### config.mk
export PLATFORM = sky130hd
export DESIGN_NAME = coin_detector_flat
export DESIGN_NICKNAME = d
export VERILOG_FILES = /design/src/rtl/coin_pkg.sv /design/src/rtl/coin_detector_if.sv /design/src/rtl/coin_debounce.sv /design/src/rtl/coin_detector.sv /design/src/flat_wrapper.sv
export SDC_FILE = /design/constraint.sdc
export NUM_CORES = 1
export LEC_CHECK = 0
export CORE_MARGIN = 2
export CORE_UTILIZATION = 64
export CTS_CLUSTER_SIZE = 30
export DETAILED_ROUTE_END_ITERATION = 10
export GPL_ROUTABILITY_DRIVEN = 0
export GPL_TIMING_DRIVEN = 0
export PLACE_DENSITY = 0.81
export SYNTH_ARGS = -nofsm -noshare
export SYNTH_HDL_FRONTEND = slang
export SYNTH_SLANG_ARGS = --single-unit
### constraint.sdc
create_clock -name clock -period 4.1 [get_ports clock]
set_input_delay 0.615 -clock clock [delete_from_list [all_inputs] [get_ports clock]]
set_output_delay 0.615 -clock clock [all_outputs]
set_load 0.03 [all_outputs]
### src/rtl/coin_pkg.sv
// Shared types and constants for the coin detector: coin codes, the
// per-channel state encoding and the dwell-counter width helper.
package coin_pkg;

  typedef logic [1:0] coin_code_t;

  localparam coin_code_t COIN_NONE   = 2'b00;
  localparam coin_code_t COIN_NICKEL = 2'b01;
  localparam coin_code_t COIN_DIME   = 2'b10;

  typedef enum logic [1:0] {
    CH_IDLE = 2'd0,
    CH_QUAL = 2'd1,
    CH_HELD = 2'd2,
    CH_JAM  = 2'd3
  } ch_state_t;

  // Width needed to count up to and including jam_cycles.
  function automatic int occ_width(input int jam_cycles);
    return $clog2(jam_cycles + 1);
  endfunction

endpackage

### src/rtl/coin_detector_if.sv
// Sensor/jam-clear inputs and coin-code/status outputs of the detector.
// master drives the sensors (the environment), slave is the detector.
interface coin_detector_if;
  import coin_pkg::*;

  logic       nickel_sense;
  logic       dime_sense;
  logic       jam_clr;
  coin_code_t X;
  logic       coin_reject;
  logic       jam;
  logic [7:0] coin_count;

  modport master (
    output nickel_sense, dime_sense, jam_clr,
    input  X, coin_reject, jam, coin_count
  );

  modport slave (
    input  nickel_sense, dime_sense, jam_clr,
    output X, coin_reject, jam, coin_count
  );

endinterface

### src/rtl/coin_debounce.sv
// One sensor channel: 2-flop synchronizer, IDLE/QUAL/HELD/JAM FSM, a
// shared high/low run counter and a dwell counter for jam detection.
module coin_debounce
  import coin_pkg::*;
#(
  parameter int DEBOUNCE_CYCLES = 4,
  parameter int JAM_CYCLES      = 1000
) (
  input  logic clock,
  input  logic reset,
  input  logic sense,
  output logic strobe,
  output logic in_jam
);

  localparam int              OCC_W   = occ_width(JAM_CYCLES);
  localparam logic [7:0]      DB_LAST = 8'(DEBOUNCE_CYCLES - 1);
  localparam logic [OCC_W-1:0] OCC_LIM = OCC_W'(JAM_CYCLES);

  logic [1:0]       sync;   // sync[1] is the metastability-safe copy
  ch_state_t        state;
  logic [7:0]       cnt;    // consecutive highs in QUAL, consecutive lows in HELD/JAM
  logic [OCC_W-1:0] occ;    // cycles spent in QUAL+HELD, including the current one
  logic             s;

  assign s = sync[1];

  // The qualify strobe is decoded from state so the downstream X register
  // can fire on the same edge the channel enters HELD.
  assign strobe = (state == CH_QUAL) && s && (cnt == DB_LAST);
  assign in_jam = (state == CH_JAM);

  // Synchronizer plus channel FSM with its run and dwell counters.
  always_ff @(posedge clock or posedge reset) begin
    if (reset) begin
      sync  <= 2'b00;
      state <= CH_IDLE;
      cnt   <= 8'd0;
      occ   <= '0;
    end else begin
      sync <= {sync[0], sense};
      unique case (state)
        CH_IDLE: begin
          if (s) begin
            state <= CH_QUAL;
            cnt   <= 8'd1;
            occ   <= OCC_W'(1);
          end
        end
        CH_QUAL: begin
          if (!s) begin
            // Glitch: too short to be a coin.
            state <= CH_IDLE;
            cnt   <= 8'd0;
            occ   <= '0;
          end else if (cnt == DB_LAST) begin
            state <= CH_HELD;
            cnt   <= 8'd0;
            occ   <= occ + OCC_W'(1);
          end else begin
            cnt <= cnt + 8'd1;
            occ <= occ + OCC_W'(1);
          end
        end
        CH_HELD: begin
          if (!s && cnt == DB_LAST) begin
            // Clean release wins over a jam decision on the same edge.
            state <= CH_IDLE;
            cnt   <= 8'd0;
            occ   <= '0;
          end else if (occ == OCC_LIM) begin
            state <= CH_JAM;
            cnt   <= 8'd0;
            occ   <= '0;
          end else begin
            cnt <= s ? 8'd0 : cnt + 8'd1;
            occ <= occ + OCC_W'(1);
          end
        end
        CH_JAM: begin
          if (s) begin
            cnt <= 8'd0;
          end else if (cnt == DB_LAST) begin
            state <= CH_IDLE;
            cnt   <= 8'd0;
          end else begin
            cnt <= cnt + 8'd1;
          end
        end
        default: begin
          state <= CH_IDLE;
          cnt   <= 8'd0;
          occ   <= '0;
        end
      endcase
    end
  end

endmodule

### src/rtl/coin_detector.sv
// Coin detector top: two debounced channels, arbitration into a one-cycle
// coin code, accepted-coin counter and a sticky jam flag.
module coin_detector
  import coin_pkg::*;
#(
  parameter int DEBOUNCE_CYCLES = 4,
  parameter int JAM_CYCLES      = 1000
) (
  input  logic            clock,
  input  logic            reset,
  coin_detector_if.slave  bus
);

  logic       n_stb, d_stb;
  logic       n_jam, d_jam;
  coin_code_t x_q;
  logic       reject_q;
  logic       jam_q;
  logic [7:0] count_q;

  coin_debounce #(
    .DEBOUNCE_CYCLES (DEBOUNCE_CYCLES),
    .JAM_CYCLES      (JAM_CYCLES)
  ) u_nickel (
    .clock  (clock),
    .reset  (reset),
    .sense  (bus.nickel_sense),
    .strobe (n_stb),
    .in_jam (n_jam)
  );

  coin_debounce #(
    .DEBOUNCE_CYCLES (DEBOUNCE_CYCLES),
    .JAM_CYCLES      (JAM_CYCLES)
  ) u_dime (
    .clock  (clock),
    .reset  (reset),
    .sense  (bus.dime_sense),
    .strobe (d_stb),
    .in_jam (d_jam)
  );

  // Arbitrate strobes into a single-cycle coin code or a reject pulse.
  always_ff @(posedge clock or posedge reset) begin
    if (reset) begin
      x_q      <= COIN_NONE;
      reject_q <= 1'b0;
      count_q  <= 8'd0;
    end else begin
      x_q      <= COIN_NONE;
      reject_q <= 1'b0;
      unique case ({d_stb, n_stb})
        2'b01: begin
          x_q     <= COIN_NICKEL;
          count_q <= count_q + 8'd1;
        end
        2'b10: begin
          x_q     <= COIN_DIME;
          count_q <= count_q + 8'd1;
        end
        2'b11:   reject_q <= 1'b1;  // ambiguous coin, count untouched
        default: ;
      endcase
    end
  end

  // Sticky jam: any channel in JAM keeps it set; clear only once both are out.
  always_ff @(posedge clock or posedge reset) begin
    if (reset) begin
      jam_q <= 1'b0;
    end else if (n_jam || d_jam) begin
      jam_q <= 1'b1;
    end else if (bus.jam_clr) begin
      jam_q <= 1'b0;
    end
  end

  assign bus.X           = x_q;
  assign bus.coin_reject = reject_q;
  assign bus.jam         = jam_q;
  assign bus.coin_count  = count_q;

endmodule

### src/flat_wrapper.sv
// flat-port wrapper written by rule: the top's interface ports become plain ports
module coin_detector_flat import coin_pkg::*;
#(
  parameter int DEBOUNCE_CYCLES = 4,
  parameter int JAM_CYCLES      = 1000
)
  (clock, reset, bus_nickel_sense, bus_dime_sense, bus_jam_clr, bus_X, bus_coin_reject, bus_jam, bus_coin_count);
  coin_detector_if bus_i ();
  input  logic clock;
  input  logic reset;
  input wire logic [$bits(bus_i.nickel_sense)-1:0] bus_nickel_sense;
  input wire logic [$bits(bus_i.dime_sense)-1:0] bus_dime_sense;
  input wire logic [$bits(bus_i.jam_clr)-1:0] bus_jam_clr;
  output wire logic [$bits(bus_i.X)-1:0] bus_X;
  output wire logic [$bits(bus_i.coin_reject)-1:0] bus_coin_reject;
  output wire logic [$bits(bus_i.jam)-1:0] bus_jam;
  output wire logic [$bits(bus_i.coin_count)-1:0] bus_coin_count;
  assign bus_i.nickel_sense = bus_nickel_sense;
  assign bus_i.dime_sense = bus_dime_sense;
  assign bus_i.jam_clr = bus_jam_clr;
  assign bus_X = bus_i.X;
  assign bus_coin_reject = bus_i.coin_reject;
  assign bus_jam = bus_i.jam;
  assign bus_coin_count = bus_i.coin_count;
  coin_detector #(.DEBOUNCE_CYCLES(DEBOUNCE_CYCLES), .JAM_CYCLES(JAM_CYCLES)) u_core (.clock(clock), .reset(reset), .bus(bus_i));
endmodule
==> Yosys cells after proc, flatten, opt, wreduce, memory -nomap -nowiden <==
Index checks and enable logic that the tools add are counted.
{ "word_totals": {"register_bits": 56, "output_inout_bits": 12} }
{ "op_classes": {"n_addsub": 5, "n_eq_ne": 23, "n_mux": 46, "n_reduce_logical": 19} }
{ "op_table": {"columns": ["operator", "n"], "rows": [
  ["$mux 8", 14],
  ["$mux 10", 8],
  ["$pmux 8 s4", 2],
  ["$pmux 10 s3", 2],
  ["$mux 2", 14],
  ["$add 8x1->8 const B", 3],
  ["$add 10x1->10 const B", 2],
  ["$eq 10x10->1 const B", 2],
  ["$eq 8x2->1 const B", 2],
  ["$pmux 2 s4", 2],
  ["$eq 2x2->1 const B", 6],
  ["$ne 2x2->1 const B", 6],
  ["$reduce_and 5->1", 2],
  ["$eq 2x1->1 const B", 3],
  ["$logic_and 1x1->1", 6],
  ["$ne 3x2->1 const B", 2],
  ["$ne 3x3->1 const B", 2],
  ["$reduce_bool 3->1", 2],
  ["$logic_not 2->1", 2],
  ["$pmux 2 s2", 1],
  ["$reduce_and 2->1", 2],
  ["$mux 1", 3],
  ["$logic_not 1->1", 2],
  ["$reduce_bool 2->1", 1],
  ["2 further kinds", 2]
]} }

==> Depth between registers and ports, before layout <==
{ "depth": {"depth_word": 5, "ltp_mapped": 10} }

==> Modules after synthesis <==
From an unflattened synthesis, not the netlist that was laid out.
{ "unflattened": {"hier_cells": 360, "area_unflattened_um2": 3452.1} }
{ "by_module_without_submodules": {"columns": ["module", "n_inst", "cells_per_inst", "area_per_inst_um2"], "rows": [
  ["coin_debounce", 2, 160, 1473.9],
  ["coin_detector", 1, 40, 504.2]
]} }

==> Worst setup path after synthesis <==
No wires, ideal clock.
{ "synth_path": {"path_kind": "reg-to-reg", "startpoint": "reg u_core.u_dime.cnt[7]", "endpoint": "reg u_core.count_q[7] (netlist: u_core.bus.coin_count[7])", "t_arrival_ns": 2.354, "t_required_ns": 3.967, "setup_slack_ns": 1.614, "path_stages_with_launch": 10, "path_buffers": 0, "path_cell_list": "dfrtp_1 > or4_4 > nor3_1 > nand2_1 > inv_1 > ha_1 > nand4b_1 > nor2_1 > nand3_1 > xnor2_1"} }
{ "synth_between": {"elab_chain_cells": 4, "word_cells_on_any_way": 5} }
{ "synth_lines": {"columns": ["element", "line", "text"], "rows": [
  ["start: declaration", "coin_debounce.sv:22", "logic [7:0] cnt;"],
  ["start signal: assignment", "coin_debounce.sv:61", "cnt <= cnt + 8'd1;"],
  ["start signal: assignment", "coin_debounce.sv:76", "cnt <= s ? 8'd0 : cnt + 8'd1;"],
  ["start signal: assignment", "coin_debounce.sv:87", "cnt <= cnt + 8'd1;"],
  ["$eq 8x2->1 *", "coin_debounce.sv:30", "assign strobe = (state == CH_QUAL) && s && (cnt == DB_LAST);"],
  ["$logic_and 1x1->1 *", "coin_debounce.sv:30", null],
  ["$eq 2x1->1 / $eq 2x2->1 (equally long branches)", "coin_detector.sv:52", "unique case ({d_stb, n_stb})"],
  ["$reduce_or 2->1 (no line) *", null, null],
  ["end signal: assignment", "coin_detector.sv:55", "count_q <= count_q + 8'd1;"],
  ["end signal: assignment", "coin_detector.sv:59", "count_q <= count_q + 8'd1;"],
  ["end: declaration", "coin_detector.sv:19", "logic [7:0] count_q;"]
]} }
Mark *: on every way between the ends. The rest lies on a longest branch, timed or not.
A chain may end at the register's enable or synchronous reset.

==> Final worst setup path <==
Ends and elaborated chain as after synthesis.

==> flow_metrics.py <==
metrics = {
    "outcome": {
        "status": "complete, no violations",
    },
    "pwr": {
        "seqPwrFrac_pct": 37.4,
        "clkPwrFrac_pct": 20.2,
        "power.density_mw_per_mm2": 542,
        "p_sw_share_pct": 39.4,
        "p_leak_nw": 1.54,
        "p_int_mw": 1.16,
        "combPwrFrac_pct": 42.4,
        "irDropWorstVdd_uv": 332,
        "p_sw_mw": 0.752,
    },
    "synthesis": {
        "muxShareOfSynthArea_pct": 1.68,
        "ys.warnings.count": 0,
        "ys_ff_latch": 56,
        "synth-xor-area-share_pct": 5.31,
        "synth_cells": 322,
        "syn-num-nets": 347,
        "ys.flop_type": "dfrtp_1",
        "synth_compound_area_share_pct": 15.8,
        "synthAdderAreaFrac_pct": 7.99,
        "yosys.area_share.simple_pct": 20.5,
        "ys_seq_area_share_pct": 44.7,
        "ys_async_sr_fraction_pct": 100,
        "yosysTopAreaCellShare_pct": 44.7,
        "synth.distinct_cells": 57,
        "synth_edf_count": 0,
        "synth_top_area_cell": "dfrtp_1",
        "synth_top_family_by_area": "simple AND/OR/NAND/NOR gates",
        "synth.area.top_cells": "dfrtp_1 (45%), ha_1 (8.0%), nand2_1 (3.5%), o21ai_0 (3.4%), xnor2_1 (2.8%)",
        "syn_area_per_cell_um2": 9.73,
        "synthMostInstantiatedCell": "dfrtp_1",
        "syn_area_mm2": 0.00313,
        "yosys-top-cells-count": "dfrtp_1 (56), nand2_1 (29), inv_1 (21), nor2_1 (21), o21ai_0 (21)",
    },
    "routing": {
        "routed_via_density": 5.91,
        "drc": 0,
        "vias": 2447,
        "drt-initial-drc-count": 139,
        "dr.pass1.iters": 4,
        "post_drt_wl_per_cell_um": 14.8,
        "drt-total-wl_mm": 6.13,
        "ant_nets": 0,
    },
    "timing": {
        "setup_viol": 0,
        "min_period_over_period_pct": 68.7,
        "slew_headroom_pct": 56.4,
        "rsz0062_at_grt": "false",
        "hold_viol_final": 0,
        "tightest_slew_ns": 0.649,
        "clock.fmax_mhz": 355,
        "drv_slew": 0,
        "period_needed_ns": 2.82,
        "clock_skew_ns": 0.00796,
        "setup_tns_ns": 0,
    },
    "floorplanning": {
        "fp.coreArea_mm2": 0.00472,
        "die_area_mm2": 0.00547,
        "start_util_pct": 66.3,
        "pin_count": 17,
        "die_w_um": 74.0,
        "chipHeight_um": 74.0,
        "core.rowCount": 25,
    },
    "global_routing": {
        "grt_pass1_wl_mm": 10.8,
        "antenna_found_initial": 0,
        "grt_overflow": 0,
        "grt_max_degree": 44,
        "grt_use_total_pct": 24.8,
        "grt_pass1_vias": 2423,
    },
    "setup_path": {
        "critPathLaunchType": "register",
        "worstPathArrival_ns": 3.00,
        "cp-end-kind": "register",
        "cp_data_required_time_ns": 4.29,
        "crit_type": "reg -> reg",
        "crit_fanout": 4,
        "rr_worst_depth": 9,
    },
    "finish": {
        "n_antenna_cell": 0,
        "final_net_count": 371,
        "syn_to_final_growth_pct": 12.5,
        "fin_area_mm2": 0.00352,
        "layout-drive-gt1-share_pct": 7.78,
    },
    "clock_network": {
        "clock_path_buffers": 2,
        "post_cts_buffers": 0,
        "cts_tree": "yes",
        "post_cts_resized": 0,
        "clkTransAtPathRegs_ns": 0.09,
        "root_buffer": "clkbuf_8",
        "cts_sinks": 56,
        "htreeDepth": 2,
        "insertion_delay_ns": 0.30,
        "cts.hold.buffers_added": 0,
        "numCtsBuffers": 5,
    },
    "flow_run": {
        "maxCapViolCount": 0,
    },
    "placement": {
        "dpl_cell_area_mm2": 0.00340,
        "hpwl_mm": 4.36,
        "port_buffers": 16,
    },
    "min_path": {
        "min_path_type": "reg -> reg",
        "worstHoldPathCells": 0,
    },
}
cell families after synthesis:
logic type               Yosys count
AND/OR/NAND/NOR                  121
XOR/XNOR                          19
AO/OA/AOI/OAI                     72
multiplexers                       5
adder cells (fa/ha/maj)           20
buffers and inverters             29
flip-flops                        56
registers in the layout, indices dropped and copies added, names as in the netlist, 2 cells and up:
register and flops:
u_core.u_nickel.state 2, u_core.u_dime.state 2, u_core.u_nickel.cnt 8, u_core.u_nickel.occ 10, u_core.bus.coin_count 8, u_core.u_dime.occ 10, u_core.u_dime.cnt 8, u_core.u_nickel.sync 2
u_core.u_dime.sync 2, u_core.bus.X 2
stage by stage:
stage	util, %	power (mW)	instances	setup slack [ns]	hold slack, ns
finish	74.6	1.91	414	1.28	0.355
global route	74.6	2.05	414	1.09	0.364
CTS	74.6	1.91	414	1.28	0.356
detailed placement	71.9	1.52	406	1.30	0.335
global placement	71.5	1.48	405	1.11	0.331
floorplan	-	1.31	322	1.61	0.331
worst max-delay path: stages (launching register included):
cell      delay [ns]
dfrtp_1         0.42
or4_4           0.59
nor3_1          0.40
nand2_1         0.17
inv_1           0.12
ha_1            0.28
nand4b_1        0.25
nor2_1          0.22
nand3_1         0.13
xnor2_1         0.13
routing by layer:
layer  global-route usage (%)  vias up  share of wire (%)
li1                         -     1201                  -
met1                     34.5     1192                 47
met2                     40.3       48                 48
met3                     5.42        6                3.5
met4                     5.86        0                1.0
met5                        0        -                  0
final timing paths:
check / start / end / slack [ns]
min reg2reg: u_core.u_dime.sync[0] / u_core.u_dime.sync[1] / 0.35
min: u_core.u_dime.sync[0] / u_core.u_dime.sync[1] / 0.35
max in group asynchronous: reset / u_core.u_nickel.state[0] / 2.99
max: u_core.u_dime.cnt[7] / u_core.bus.coin_count[7] / 1.28
min in group asynchronous: reset / u_core.u_nickel.cnt[5] / 0.59
max reg2reg: u_core.u_dime.cnt[7] / u_core.bus.coin_count[7] / 1.28
cells in the final DEF, fill, tap and decap left out, types with 4 or more instances in the layout:
cell             Yosys  final
clkbuf_1             4      4
a21o_1               4      4
clkdlybuf4s50_1      0     16
nand2b_1             4      4
ha_1                20     20
nand2_1             29     29
a21oi_1             17     17
inv_1               21     20
nor2_1              21     21
clkbuf_8             0      7
dfrtp_1             56     56
o21ai_0             21     21
nor2b_1              4      4
xor2_1               9      9
nor3_1              10     10
nor4b_1              4      4
xnor2_1             10     10
and3_1               6      6
nand3_1             17     17
nand4_1              8      8
layout make-up:
type	count	area (um2)
Tap cell	67	83.8
Clock buffer	7	96.3
Multi-Input combinational cell	237	1610
Timing Repair Buffer	17	180
Inverter	21	78.8
Clock inverter	1	30.0
Sequential cell	56	1400
Buffer	8	46.3
Fill cell	335	1200
power by group through the flow:
stage	logic [mW]	registers [mW]	clock network, mW
2_1_floorplan	0.571	0.742	0
3_3_place_gp	0.764	0.719	0
3_5_place_dp	0.792	0.724	0
4_1_cts	0.807	0.714	0.394
5_1_grt	0.910	0.728	0.414
6_report	0.810	0.714	0.386
Power figures use the tool's default switching activity.
